[src/rtl/cdb_arbiter.sv]
// -----------------------------------------------------------------------------
// cdb_arbiter
//
// Merges the ALU and LSB result streams onto one registered common data bus.
// Each producer pushes (RobId, value) pairs into its own small circular FIFO.
// Every cycle, at most one FIFO head is granted onto the broadcast registers.
//
// Optional feature macro: CDB_RR_EN
//   defined   : round-robin on a tie. The source other than last_grant wins.
//   undefined : fixed priority. The ALU always wins a tie.
//
// Ports
//   clk, rst            : clock, asynchronous active-high reset
//   rdy                 : global ready; when low every register holds
//   jump_flag           : mispredict flush; empties both FIFOs, drops pushes
//   alu_valid/RobId/value, alu_ready : ALU producer handshake
//   lsb_valid/RobId/value, lsb_ready : LSB producer handshake
//   cdb_valid/RobId/value/src        : registered broadcast (src 0=ALU, 1=LSB)
// -----------------------------------------------------------------------------
module cdb_arbiter #(
  parameter int ROB_LOG = 4,
  parameter int DEPTH   = 2
) (
  input  logic               clk,
  input  logic               rst,
  input  logic               rdy,
  input  logic               jump_flag,
  input  logic               alu_valid,
  input  logic [ROB_LOG-1:0] alu_RobId,
  input  logic [31:0]        alu_value,
  output logic               alu_ready,
  input  logic               lsb_valid,
  input  logic [ROB_LOG-1:0] lsb_RobId,
  input  logic [31:0]        lsb_value,
  output logic               lsb_ready,
  output logic               cdb_valid,
  output logic [ROB_LOG-1:0] cdb_RobId,
  output logic [31:0]        cdb_value,
  output logic               cdb_src
);

  localparam int PTR_W = (DEPTH > 1) ? $clog2(DEPTH) : 1;
  localparam int CNT_W = PTR_W + 1;

  // Source-indexed views of the two producers (index 0 = ALU, 1 = LSB).
  logic [1:0]         in_valid;
  logic [ROB_LOG-1:0] in_id  [2];
  logic [31:0]        in_val [2];
  logic [1:0]         ready;
  logic [1:0]         non_empty;
  logic [ROB_LOG-1:0] head_id  [2];
  logic [31:0]        head_val [2];

  assign in_valid  = {lsb_valid, alu_valid};
  assign in_id[0]  = alu_RobId;
  assign in_id[1]  = lsb_RobId;
  assign in_val[0] = alu_value;
  assign in_val[1] = lsb_value;
  assign alu_ready = ready[0];
  assign lsb_ready = ready[1];

  // ---------------------------------------------------------------------------
  // Grant selection
  // ---------------------------------------------------------------------------
  logic grant_valid;
  logic grant_src;
  logic tie_src;

`ifdef CDB_RR_EN
  logic last_grant_q;

  // On a tie, the source that did not win last time goes next.
  assign tie_src = ~last_grant_q;

  always_ff @(posedge clk or posedge rst) begin
    if (rst) begin
      last_grant_q <= 1'b1;
    end else if (jump_flag) begin
      last_grant_q <= 1'b1;
    end else if (rdy && grant_valid) begin
      last_grant_q <= grant_src;
    end
  end
`else
  assign tie_src = 1'b0;
`endif

  always_comb begin
    grant_valid = |non_empty;
    grant_src   = 1'b0;
    if (&non_empty) begin
      grant_src = tie_src;
    end else begin
      grant_src = non_empty[1];
    end
  end

  // ---------------------------------------------------------------------------
  // Per-source circular FIFOs
  // ---------------------------------------------------------------------------
  genvar gi;
  generate
    for (gi = 0; gi < 2; gi++) begin : g_fifo
      logic [ROB_LOG-1:0] id_mem  [DEPTH];
      logic [31:0]        val_mem [DEPTH];
      logic [PTR_W-1:0]   head_q, head_d;
      logic [PTR_W-1:0]   tail_q, tail_d;
      logic [CNT_W-1:0]   count_q, count_d;
      logic               push;
      logic               pop;

      // Ready depends only on the count before the edge, so a full FIFO
      // refuses a push even when it pops on the same edge.
      assign ready[gi]     = rdy && (count_q < CNT_W'(DEPTH));
      assign push          = rdy && !jump_flag && in_valid[gi] && ready[gi];
      assign pop           = rdy && !jump_flag && grant_valid && (grant_src == 1'(gi));
      assign non_empty[gi] = (count_q != '0);
      assign head_id[gi]   = id_mem[head_q];
      assign head_val[gi]  = val_mem[head_q];

      // DEPTH is a power of two, so pointer overflow is the modulo wrap.
      always_comb begin
        head_d  = head_q;
        tail_d  = tail_q;
        count_d = count_q;
        if (jump_flag) begin
          head_d  = '0;
          tail_d  = '0;
          count_d = '0;
        end else begin
          if (push) tail_d = tail_q + PTR_W'(1);
          if (pop)  head_d = head_q + PTR_W'(1);
          case ({push, pop})
            2'b10:   count_d = count_q + CNT_W'(1);
            2'b01:   count_d = count_q - CNT_W'(1);
            default: count_d = count_q;
          endcase
        end
      end

      always_ff @(posedge clk or posedge rst) begin
        if (rst) begin
          head_q  <= '0;
          tail_q  <= '0;
          count_q <= '0;
        end else begin
          head_q  <= head_d;
          tail_q  <= tail_d;
          count_q <= count_d;
        end
      end

      // Storage needs no reset; occupancy is tracked by count_q alone.
      always_ff @(posedge clk) begin
        if (push) begin
          id_mem[tail_q]  <= in_id[gi];
          val_mem[tail_q] <= in_val[gi];
        end
      end
    end
  endgenerate

  // ---------------------------------------------------------------------------
  // Broadcast registers
  // ---------------------------------------------------------------------------
  logic               cdb_valid_q;
  logic [ROB_LOG-1:0] cdb_id_q;
  logic [31:0]        cdb_value_q;
  logic               cdb_src_q;

  always_ff @(posedge clk or posedge rst) begin
    if (rst) begin
      cdb_valid_q <= 1'b0;
      cdb_id_q    <= '0;
      cdb_value_q <= '0;
      cdb_src_q   <= 1'b0;
    end else if (jump_flag) begin
      cdb_valid_q <= 1'b0;
    end else if (rdy) begin
      cdb_valid_q <= grant_valid;
      if (grant_valid) begin
        cdb_id_q    <= head_id[grant_src];
        cdb_value_q <= head_val[grant_src];
        cdb_src_q   <= grant_src;
      end
    end
  end

  assign cdb_valid = cdb_valid_q;
  assign cdb_RobId = cdb_id_q;
  assign cdb_value = cdb_value_q;
  assign cdb_src   = cdb_src_q;

endmodule

[config.mk]
export PLATFORM = sky130hd
export DESIGN_NAME = cdb_arbiter
export DESIGN_NICKNAME = d
export VERILOG_FILES = /design/src/rtl/cdb_arbiter.sv
export SDC_FILE = /design/constraint.sdc
export NUM_CORES = 1
export LEC_CHECK = 0
export ABC_AREA = 1
export BUFFER_PORTS_ARGS = -buffer_cell sky130_fd_sc_hd__buf_4
export CAP_MARGIN = 20
export CORE_MARGIN = 4
export CORE_UTILIZATION = 53
export CTS_BUF_LIST = sky130_fd_sc_hd__clkbuf_4 sky130_fd_sc_hd__clkbuf_8
export DETAILED_ROUTE_END_ITERATION = 12
export PLACE_DENSITY = 0.82
export SLEW_MARGIN = 5
export SYNTH_ARGS = -nofsm -noshare
export SYNTH_HDL_FRONTEND = slang
export SYNTH_SLANG_ARGS = --single-unit
[constraint.sdc]
create_clock -name clk -period 2.8 [get_ports clk]
set_input_delay 0.84 -clock clk [delete_from_list [all_inputs] [get_ports clk]]
set_output_delay 0.84 -clock clk [all_outputs]
set_load 0.05 [all_outputs]
# Word-level counts from Yosys, hierarchy flattened
# Memories as Yosys holds them, arrays and structs flattened.
# Index checks and enable logic that the tools add are counted.
# totals
input_bits	78
n_memories	4
ram_bits	144
reg_bits	46
# op_classes
mux	25
magnitude_cmp	3
bitwise_logic	3
n_addsub	8
reduce_logical	23
n_eq_ne	4
# mem_list
memory	depth	width	read_ports	rd_ports_with_merged_regs	write_ports	line	text
g_fifo[0].val_mem	2	32	1	0	1	105	logic [31:0] val_mem [DEPTH];
g_fifo[1].val_mem	2	32	1	0	1	105	
g_fifo[0].id_mem	2	4	1	0	1	104	logic [ROB_LOG-1:0] id_mem [DEPTH];
g_fifo[1].id_mem	2	4	1	0	1	104	
# op_table
op	count
two-way mux 32 bit	3
two-way mux 1 bit	15
nonzero test 2 bit	7
two-way mux 4 bit	3
logical AND 1 bit	10
case mux 2 bit (2 select lines)	2
nonzero test 3 bit	2
adder 1 bit (second input constant)	4
adder 2 x 1 -> 2 bit (second input constant)	2
== test 2 x 1 -> 1 bit (second input constant)	2
== test 2 bit (second input constant)	2
less-than comparator 2 bit (second input constant)	2
two-way mux 2 bit	2
subtractor 2 x 1 -> 2 bit (second input constant)	2
AND reduction 3 bit	1
>= comparator 2 bit (second input constant)	1
inverter 1 bit	2
inverter 1 -> 2 bit	1
AND reduction 2 bit	1
OR reduction 2 bit	1
logical NOT 1 bit	1

# Longest topological paths before layout
# Gate-level depths: netlist (run 1).
# depth
word_depth	8
ltp_mapped	9

# Worst setup path before layout (run 1)
# Ideal clock, no wire load.
# synth_timing
kind	input to register
from	input jump_flag
to	memory g_fifo[1].id_mem[1][0] (enable)
path_buffers	0
setup_ps	431
setup_slack_ps	-440
cell_stages	5
arrival_time_ps	2810
cell_sequence	inv_2 -> nand2_4 -> nor2_1 -> inv_1 -> nor2_1
# synth_via
elab_chain_len	6
# synth_rtl
element	line	text
start, declared	27	input logic jump_flag,
logical NOT 1 bit	115	assign push = rdy && !jump_flag && in_valid[gi] && ready[gi];
logical AND 1 bit (3 in series)	115	
two-way mux 1 bit	155	if (push) begin
two-way mux 1 bit (not written as such)	156	id_mem[tail_q] <= in_id[gi];
end, declared	104	
# Every way passes these cells.

# Final worst setup path (run 1)
# layout_timing
from	input rdy
to	output alu_ready
# layout_via
elab_chain_len	1
# layout_rtl
element	line	text
start, declared	26	input logic rdy,
logical AND 1 bit	114	assign ready[gi] = rdy && (count_q < CNT_W'(DEPTH));
end, declared	31	output logic alu_ready,
# Every way passes these cells.

==> results.json, run 1 <==
{
  "outcome": "finished clean",
  "fillCellCount": 941,
  "synth_warnings": 0,
  "post_drt_via_cell_ratio": 5.25,
  "ir_worst_vdd_mv": 0.417,
  "initialDrtViolationCount": 454,
  "static-leakage-power_nw": 3.77,
  "drc_errors": 0,
  "worst_pin_slew_ns": 0.872,
  "vertical_die_dimension_um": 126,
  "rr_endpoint": "cdb_value[21]",
  "numPortBuffers": 117,
  "finalHoldWorstSlack_ns": 0.292,
  "dp_hpwl_um": 10300,
  "worst_r2r_path_depth": 5,
  "timing.final.setup_violations": 0,
  "cts_resized": 0,
  "grt_setup_unrepaired": "no",
  "first_pass_grt_wire_length_um": 24400,
  "fp.dieArea_um2": 15800,
  "gr-usage-all-layers": 0.199,
  "detailroute.via_count": 5010,
  "initial_utilization": 0.547,
  "syn2layout_area_growth_pct": 20.1,
  "timing.max_slew.rel_slack": 0.417,
  "cts_max_level": 4,
  "via_count_of_the_first_global_routing_pass": 5181,
  "nNetsFinal": 844,
  "crit_path_max_fanout": 4,
  "worstSetupPathType": "in2out",
  "cts.repair_timing.setup_buffer_count": 0,
  "synth_seq_cells": 190,
  "synth.top_cells.by_area": "edfxtp_1 (59%), nand2_1 (18%), dfrtp_1 (16%), nand3_1 (2.8%), buf_2 (0.82%)",
  "largest_clock_skew_in_the_final_design_ns": 0.00798,
  "cts_tree": "built",
  "max_clock_freq_mhz": 468,
  "cts_num_sinks": 190,
  "clock_tree.buffer_depth": 2,
  "grt_util_met1": 0.243,
  "final_period_utilization": 0.763,
  "grt_start_max_net_pins": 39,
  "synth_nets": 724,
  "cp-end-kind": "output port",
  "post_cts_hold_buffer_count": 0,
  "unique_masters_post_synth": 21,
  "holdCritPathClass": "in2async",
  "placed_cells_incl_taps": 923,
  "cts_root_buffer": "clkbuf_8",
  "total_power_w": 0.00647,
  "area_of_the_core_region_um2": 13400,
  "timing.critical_path.arrival_ns": 1.30,
  "num_io_pins": 118,
  "syn-cell-area_um2": 7330,
  "clock_latency_ns": 0.46,
  "yosysTopAreaCell": "edfxtp_1",
  "finalHoldViolCount": 0,
  "synth_enable_flop_cells": 144,
  "finish.cell_count_without_fillers": 955,
  "global_route.overflow_total": 0,
  "max_cap_viol_count": 0,
  "die_width_um": 126,
  "timing.critical_path.required_ns": 1.96,
  "worst_reg_to_reg_setup_slack_ns": 0.94,
  "drt_first_pass_iters": 7,
  "postSynth.asyncResetShare": 0.242,
  "grtUsageMet3": 0.0546,
  "grt_antenna_before_repair": 0,
  "syn_inst": 646,
  "regToRegStartpoint": "g_fifo[0].count_q[0]",
  "clkSlewWorstSetupHoldPaths_ns": 0.10,
  "min_period_ns": 2.14,
  "post_route_cells_drive_above_1_share": 0.225,
  "proportion_of_netlist_area_held_by_the_largest_area_contributor": 0.590,
  "critPathLaunchType": "input pin",
  "seq_area_frac_synth": 0.747,
  "rows": 42,
  "antenna_violating_nets_post_route": 0,
  "post_drt_wl_per_cell_um": 16.5,
  "final_max_slew_viol_count": 0,
  "cts-buffers-inserted": 17,
  "insertedDiodeCount": 0,
  "timing.setup.tns_ns": 0,
  "drt_wl_total_um": 15700,
  "grtUsageMet2": 0.334,
  "gpl.final_weighted_congestion": 0.837,
  "ys.flop_type": "edfxtp_1",
  "cellPowerDensity_nw_per_um2": 735,
  "final_core_util": 0.657,
  "top_usage_layer": "met2",
  "avgSynthCellArea_um2": 11.4
}
[cell usage after synthesis (3+ instances only)]
library cell and number:
nand2_1 342, edfxtp_1 144, dfrtp_1 46, nand3_1 41
nor2_1 15, buf_2 12, inv_1 10, clkbuf_1 6
buf_4 5, o21ai_0 5, inv_2 4, nor2_2 3
[final cells by class]
type | instances | area, µm² | share of cell area
clock inverters | 15 | 130 | 0.0148
inverters | 15 | 57.6 | 0.00653
well taps | 176 | 220 | 0.0250
clock buffers | 17 | 234 | 0.0266
flip-flops and latches | 190 | 5480 | 0.622
repair buffers | 127 | 1000 | 0.114
multi-input cells | 415 | 1690 | 0.192
[logic make-up (layout without fill, tap and decap cells)]
logic type,after synthesis,in the layout,synth area share
compound gates,7,7,0.00478
buf+inv,41,174,0.0278
flops,190,190,0.747
simple gates,408,408,0.221
[layer usage]
metal,vias up,wire length [µm]
met2,231,7910
met3,49,1240
met1,2366,6180
met5,-,0
li1,2364,-
met4,0,412
[worst max-delay path, stage by stage]
cell and delay [ns]:
buf_4 0.11, inv_2 0.05, nor2_1 0.09, buf_4 0.20
[where the power goes]
group,leakage [nW],switching [W],internal (W),total [W]
Clock,0.176,0.000992,0.000640,0.00163
Sequential,1.90,0.000151,0.00326,0.00341
Combinational,1.70,0.00101,0.000423,0.00143
[registers in the layout (all words and copies together), names as in the netlist]
signal          cells
cdb_RobId           4
cdb_src             1
cdb_valid           1
cdb_value          32
g_fifo.count_q      4
g_fifo.head_q       2
g_fifo.id_mem      16
g_fifo.tail_q       2
g_fifo.val_mem    128
[stage by stage]
| stage | cell area [µm²] | setup slack, ns |
|---|---|---|
| after detailed placement | 8450 | 0.512 |
| after global routing | 8810 | 0.627 |
| final | 8810 | 0.664 |
| after floorplan | 7340 | 0.159 |
| after CTS | 8810 | 0.672 |
| after global placement | 8450 | 0.611 |
[worst max-delay path by stage]
stage / from / to / slack [ns] / cells after the start
3_3_place_gp: jump_flag / g_fifo[1].val_mem[1][27] / 0.61 / 7
3_5_place_dp: jump_flag / g_fifo[1].val_mem[1][27] / 0.51 / 7
4_1_cts: rdy / alu_ready / 0.67 / 4
6_report: rdy / alu_ready / 0.66 / 4
5_1_grt: rdy / alu_ready / 0.63 / 4
2_1_floorplan: jump_flag / g_fifo[1].id_mem[1][0] / 0.16 / 5
[placed cells by master, fill, tap and decap left out]
cell type,count
nor2_1,11
clkinvlp_4,3
inv_2,5
inv_6,5
nor2_2,2
clkinv_2,1
o21ai_0,5
clkinv_4,6
a21oi_1,2
nand3_2,1
edfxtp_1,144
dfrtp_1,46
clkbuf_8,17
nand4_1,2
nand3_1,41
nor2_4,6
buf_4,123
inv_1,9
inv_8,1
nand2_1,342
buf_12,4
nor3_1,2
nand2_4,1
Note: power is estimated with default switching activity, not from simulation.
==> run 2, diff against run 1 <==
--- a/config.mk
+++ b/config.mk
@@ -5,14 +5,14 @@
 export SDC_FILE = /design/constraint.sdc
 export NUM_CORES = 1
 export LEC_CHECK = 0
-export ABC_AREA = 1
+export ABC_AREA = 0
 export BUFFER_PORTS_ARGS = -buffer_cell sky130_fd_sc_hd__buf_4
 export CAP_MARGIN = 20
 export CORE_MARGIN = 4
-export CORE_UTILIZATION = 53
+export CORE_UTILIZATION = 58
 export CTS_BUF_LIST = sky130_fd_sc_hd__clkbuf_4 sky130_fd_sc_hd__clkbuf_8
 export DETAILED_ROUTE_END_ITERATION = 12
-export PLACE_DENSITY = 0.82
+export PLACE_DENSITY = 0.85
 export SLEW_MARGIN = 5
 export SYNTH_ARGS = -nofsm -noshare
 export SYNTH_HDL_FRONTEND = slang
==> constraint.sdc (replaced) <==
create_clock -name clk -period 2.1 [get_ports clk]
set_input_delay 0.63 -clock clk [delete_from_list [all_inputs] [get_ports clk]]
set_output_delay 0.63 -clock clk [all_outputs]
set_load 0.05 [all_outputs]
==> run 2 against run 1 <==
Net effect: final cell count decreased by 25%; sequential share of layout area decreased by 0.86 points; core utilization increased by 7.7 points; critical path depth decreased by 1; count of clock-buffer cells in the layout unchanged; worst hold slack got worse by 0.13 ns; synthesized cell count decreased by 36%; wire length decreased by 2.5%; synthesized area decreased by 0.68%; combinational power increased by 24%; flip-flop and latch count unchanged; clock skew increased by 0.0086 ns.
==> results.json, run 2 <==
{
  "ir_worst_vdd_mv": 0.714,
  "finalHoldViolCount": 0,
  "syn-cell-area_um2": 7280,
  "die_width_um": 120,
  "synth_seq_cells": 190,
  "worstSetupPathType": "reg2out",
  "finish.cell_count_without_fillers": 719,
  "largest_reg_flops": 128,
  "holdCritPathClass": "in2async",
  "unique_masters_post_synth": 31,
  "yosysTopAreaCell": "edfxtp_1",
  "largest_clock_skew_in_the_final_design_ns": 0.0165,
  "max_cap_viol_count": 0,
  "max_clock_freq_mhz": 504,
  "grt_start_max_net_pins": 39,
  "cts_resized": 0,
  "avgSynthCellArea_um2": 17.7,
  "num_io_pins": 118,
  "gr-usage-all-layers": 0.225,
  "insertedDiodeCount": 0,
  "clkSlewWorstSetupHoldPaths_ns": 0.10,
  "worst_path_largest_cell_delay_ns": 0.47,
  "synth_warnings": 0,
  "regToRegStartpoint": "g_fifo[1].count_q[1]",
  "final_period_utilization": 0.944,
  "cellPowerDensity_nw_per_um2": 983,
  "cp-end-kind": "output port",
  "initial_utilization": 0.599,
  "max_flop_register": "g_fifo.val_mem",
  "area_of_the_core_region_um2": 12200,
  "initialDrtViolationCount": 357,
  "timing.final.setup_violations": 0,
  "proportion_of_netlist_area_held_by_the_largest_area_contributor": 0.594,
  "cts-buffers-inserted": 17,
  "fp.dieArea_um2": 14400,
  "detailroute.via_count": 4155,
  "drc_errors": 0,
  "grt_setup_unrepaired": "no",
  "static-leakage-power_nw": 3.27,
  "outcome": "finished clean",
  "worst_reg_to_reg_setup_slack_ns": 0.49,
  "synthMostInstantiatedCell": "edfxtp_1",
  "grt_util_met1": 0.293,
  "layout_common_cells": "edfxtp_1 (144), buf_4 (125), dfrtp_1 (44)",
  "grt_antenna_before_repair": 0,
  "clock_latency_ns": 0.48,
  "vertical_die_dimension_um": 120,
  "path_cells": "nand2b_4 > inv_1 > buf_4",
  "timing.critical_path.max_delay_family": "flip-flops",
  "grtUsageMet2": 0.372,
  "timing.setup.tns_ns": 0,
  "grtUsageMet3": 0.0533,
  "final_max_slew_viol_count": 0,
  "antenna_violating_nets_post_route": 0,
  "cts_tree": "built",
  "timing.critical_path.arrival_ns": 1.35,
  "worst_pin_slew_ns": 0.443,
  "min_period_ns": 1.98,
  "seq_area_frac_synth": 0.752,
  "crit_path_max_fanout": 6,
  "post_drt_wl_per_cell_um": 21.3,
  "drt_wl_total_um": 15300,
  "via_count_of_the_first_global_routing_pass": 4421,
  "cts_root_buffer": "clkbuf_8",
  "gpl.final_weighted_congestion": 0.759,
  "synth.top_cells.by_area": "edfxtp_1 (59%), dfrtp_1 (16%), mux2_2 (5.6%), a221o_1 (4.9%), mux2i_1 (4.9%)",
  "critPathLaunchType": "flop",
  "cts_max_level": 4,
  "cts.repair_timing.setup_buffer_count": 0,
  "numPortBuffers": 117,
  "syn_inst": 411,
  "fillCellCount": 705,
  "synth_nets": 489,
  "crit_path_top_delay_cell": "dfrtp_1",
  "finalHoldWorstSlack_ns": 0.158,
  "placed_cells_incl_taps": 687,
  "worst_r2r_path_depth": 4,
  "ys.flop_type": "edfxtp_1",
  "global_route.overflow_total": 0,
  "post_route_cells_drive_above_1_share": 0.388,
  "commonest_non_fill_non_tap_cell_in_the_layout": "edfxtp_1",
  "postSynth.asyncResetShare": 0.242,
  "top_usage_layer": "met2",
  "first_pass_grt_wire_length_um": 24100,
  "cts_num_sinks": 190,
  "post_drt_via_cell_ratio": 5.78,
  "synth_commonest_cells": "edfxtp_1 (144), dfrtp_1 (46), nor3_1 (40)",
  "drt_first_pass_iters": 5,
  "dp_hpwl_um": 9820,
  "post_cts_hold_buffer_count": 0,
  "syn2layout_area_growth_pct": 22.7,
  "critical_path_buf_inv_count": 2,
  "rr_endpoint": "cdb_value[11]",
  "synth_enable_flop_cells": 144,
  "timing.critical_path.required_ns": 1.47,
  "rows": 40,
  "timing.max_slew.rel_slack": 0.704,
  "final_core_util": 0.735,
  "critical_path_depth": 3,
  "clock_tree.buffer_depth": 2,
  "nNetsFinal": 616
}
-- run 2: logic make-up after synthesis --
logic type	after synthesis	synth area share
compound gates	50	0.0630
xor+xnor	2	0.00241
buf+inv	33	0.0270
mux	72	0.105
simple gates	64	0.0507
flops	190	0.752
-- run 2: layout make-up --
| cell class | count | area [µm²] | area share |
|---|---|---|---|
| sequential | 190 | 5480 | 0.613 |
| multi-input combinational | 188 | 1670 | 0.186 |
| timing repair buffer | 135 | 1140 | 0.127 |
| clock buffer | 17 | 234 | 0.0262 |
| tap | 168 | 210 | 0.0235 |
| clock inverter | 15 | 188 | 0.0210 |
| inverter | 6 | 22.5 | 0.00252 |
-- run 2: where the power goes --
| part | internal (W) | switching [W] | leakage, nW |
|---|---|---|---|
| clock network | 0.00119 | 0.00131 | 0.198 |
| registers | 0.00433 | 0.000190 | 1.89 |
| logic | 0.000631 | 0.00114 | 1.18 |
-- run 2: routing by layer --
| metal | wire [µm] | share of wire | vias up |
|---|---|---|---|
| li1 | - | - | 1882 |
| met1 | 6120 | 0.40 | 2086 |
| met2 | 8000 | 0.52 | 163 |
| met3 | 916 | 0.060 | 24 |
| met4 | 304 | 0.020 | 0 |
| met5 | 0 | 0 | - |
-- run 2: per-stage QoR --
stage	worst slack [ns]	instance area, µm²	total power (W)
2_1_floorplan	-0.283	7350	0.00569
3_3_place_gp	0.241	8520	0.00632
3_5_place_dp	0.168	8520	0.00637
4_1_cts	0.0946	8940	0.00881
5_1_grt	0.0270	8940	0.00907
6_report	0.117	8940	0.00879
-- run 2: how the worst max path moves through the flow --
stage | start | end | slack (ns)
floorplan | jump_flag | g_fifo[0].id_mem[0][0] | -0.28
global placement | jump_flag | cdb_value[12] | 0.24
detailed placement | jump_flag | cdb_value[15] | 0.17
CTS | g_fifo[0].count_q[1] | alu_ready | 0.09
global route | g_fifo[0].count_q[1] | alu_ready | 0.03
finish | g_fifo[0].count_q[1] | alu_ready | 0.12
==> run 3, diff against run 2 <==
--- a/config.mk
+++ b/config.mk
@@ -8,7 +8,6 @@
 export ABC_AREA = 0
 export BUFFER_PORTS_ARGS = -buffer_cell sky130_fd_sc_hd__buf_4
 export CAP_MARGIN = 20
-export CORE_MARGIN = 4
 export CORE_UTILIZATION = 58
 export CTS_BUF_LIST = sky130_fd_sc_hd__clkbuf_4 sky130_fd_sc_hd__clkbuf_8
 export DETAILED_ROUTE_END_ITERATION = 12
==> run 3 against run 2 <==
Net effect: critical endpoint unchanged; flip-flop and latch count unchanged; critical path depth stayed put; sequential power is essentially flat; fmax is 0.66% lower; die area decreased by 9.7%; critical path type unchanged; clock skew is 0.0044 ns lower; final cell count increased by 0.42%; wire length shrank 2.0%; non-clock buffer count rose by 3; highest routed layer unchanged.
==> results.json, run 3 (synthesis results as in run 2) <==
{
  "outcome": "finished clean",
  "grt_antenna_before_repair": 0,
  "largest_reg_flops": 128,
  "switching_fraction_of_total_power": 0.281,
  "max_flop_register": "g_fifo.val_mem",
  "initial_utilization": 0.601,
  "fp.dieArea_um2": 13000,
  "timing.critical_path.arrival_ns": 1.37,
  "max_cap_viol_count": 0,
  "gr-usage-all-layers": 0.252,
  "worst_path_largest_cell_delay_ns": 0.48,
  "timing.max_slew.rel_slack": 0.714,
  "rr_endpoint": "cdb_value[13]",
  "drc_errors": 0,
  "area_of_the_core_region_um2": 12100,
  "rows": 40,
  "antenna_violating_nets_post_route": 0,
  "power_switching_w": 0.00252,
  "cts_root_buffer": "clkbuf_8",
  "dp_hpwl_um": 10000,
  "ir_worst_vdd_mv": 0.520,
  "p_seq_frac": 0.506,
  "finalHoldWorstSlack_ns": 0.184,
  "largest_clock_skew_in_the_final_design_ns": 0.0121,
  "worst_pin_slew_ns": 0.427,
  "holdCritPathClass": "in2async",
  "layout_common_cells": "edfxtp_1 (144), buf_4 (129), dfrtp_1 (44)",
  "clock_latency_ns": 0.45,
  "cts-buffers-inserted": 17,
  "fillCellCount": 754,
  "grt_setup_unrepaired": "no",
  "insertedDiodeCount": 0,
  "critPathLaunchType": "flop",
  "vertical_die_dimension_um": 114,
  "placement.cell_area_um2": 8530,
  "commonest_non_fill_non_tap_cell_in_the_layout": "edfxtp_1",
  "nNetsFinal": 619,
  "detailroute.via_count": 4176,
  "max_clock_freq_mhz": 501,
  "worst_r2r_path_depth": 4,
  "timing.final.setup_violations": 0,
  "stdcell_area_um2": 8980,
  "cp-end-kind": "output port",
  "placed_cells_incl_taps": 690,
  "syn2layout_area_growth_pct": 23.4,
  "timing.setup.tns_ns": 0,
  "internal_power_w": 0.00644,
  "crit_path_top_delay_cell": "dfrtp_1",
  "final_period_utilization": 0.951,
  "cts_num_sinks": 190,
  "worstSetupPathType": "reg2out",
  "power_frac_clock": 0.297,
  "numPortBuffers": 117,
  "regToRegStartpoint": "g_fifo[0].count_q[0]",
  "grt_start_max_net_pins": 38,
  "initialDrtViolationCount": 303,
  "final_max_slew_viol_count": 0,
  "drt_wl_total_um": 15000,
  "cts_resized": 0,
  "min_period_ns": 2.00,
  "cts_tree": "built",
  "finish.cell_count_without_fillers": 722,
  "multi_input_gate_area_um2": 1670,
  "drt_first_pass_iters": 4,
  "gpl.final_weighted_congestion": 0.776,
  "cellPowerDensity_nw_per_um2": 997,
  "path_cells": "nand2b_4 > inv_1 > buf_4",
  "cts.repair_timing.setup_buffer_count": 0,
  "clkSlewWorstSetupHoldPaths_ns": 0.09,
  "worst_reg_to_reg_setup_slack_ns": 0.37,
  "die_width_um": 114,
  "combPwrFrac": 0.197,
  "first_pass_grt_wire_length_um": 23600,
  "timing.critical_path.required_ns": 1.47,
  "post_cts_hold_buffer_count": 0,
  "via_count_of_the_first_global_routing_pass": 4538,
  "cts_max_level": 4,
  "post_drt_via_cell_ratio": 5.78,
  "crit_path_max_fanout": 6,
  "post_drt_wl_per_cell_um": 20.8,
  "static-leakage-power_nw": 3.32,
  "seqCellArea_um2": 5480,
  "finalHoldViolCount": 0,
  "post_route_cells_drive_above_1_share": 0.388,
  "global_route.overflow_total": 0,
  "total_power_w": 0.00896,
  "clock_tree.buffer_depth": 2,
  "num_io_pins": 118
}
==> run 3: layout make-up <==
type,count,area share
Sequential cell,190,0.610
Multi-Input combinational cell,188,0.185
Timing Repair Buffer,138,0.128
Clock buffer,20,0.0299
Tap cell,168,0.0234
Clock inverter,12,0.0212
Inverter,6,0.00251
==> run 3: metrics by stage <==
step	setup WS [ns]	utilization
3_3_place_gp	0.269	0.704
5_1_grt	0.0129	0.742
3_5_place_dp	0.214	0.704
2_1_floorplan	-0.283	-
6_report	0.104	0.742
4_1_cts	0.0621	0.742
==> run 3: critical path: cells and delay by family (launching register included) <==
kind | cells | cell delay [ns]
AND/OR/NAND/NOR | 1 | 0.21
buffers and inverters | 2 | 0.22
flip-flops | 1 | 0.48
==> run 3: layer usage <==
metal	vias up	wire length, µm	part of all wire	global-route usage
met5	-	0	0	0
met1	2102	5670	0.38	0.301
li1	1886	-	-	-
met3	20	1010	0.067	0.0656
met2	168	8120	0.54	0.433
met4	0	234	0.016	0.109
==> run 3: power groups by stage <==
stage,logic [W],registers (W),clock network [W]
after global routing,0.00184,0.00456,0.00285
after global placement,0.00172,0.00459,0
after CTS,0.00178,0.00453,0.00270
final,0.00177,0.00453,0.00266
after floorplan,0.000426,0.00527,0
after detailed placement,0.00178,0.00460,0
==> run 3: worst max path at each step <==
stage / startpoint / end / slack, ns / depth (start not counted)
detailed placement: jump_flag / cdb_value[16] / 0.21 / 5
CTS: g_fifo[0].count_q[1] / alu_ready / 0.06 / 3
global route: g_fifo[0].count_q[1] / alu_ready / 0.01 / 3
global placement: jump_flag / cdb_RobId[2] / 0.27 / 5
floorplan: jump_flag / g_fifo[0].id_mem[0][0] / -0.28 / 4
finish: g_fifo[0].count_q[1] / alu_ready / 0.10 / 3
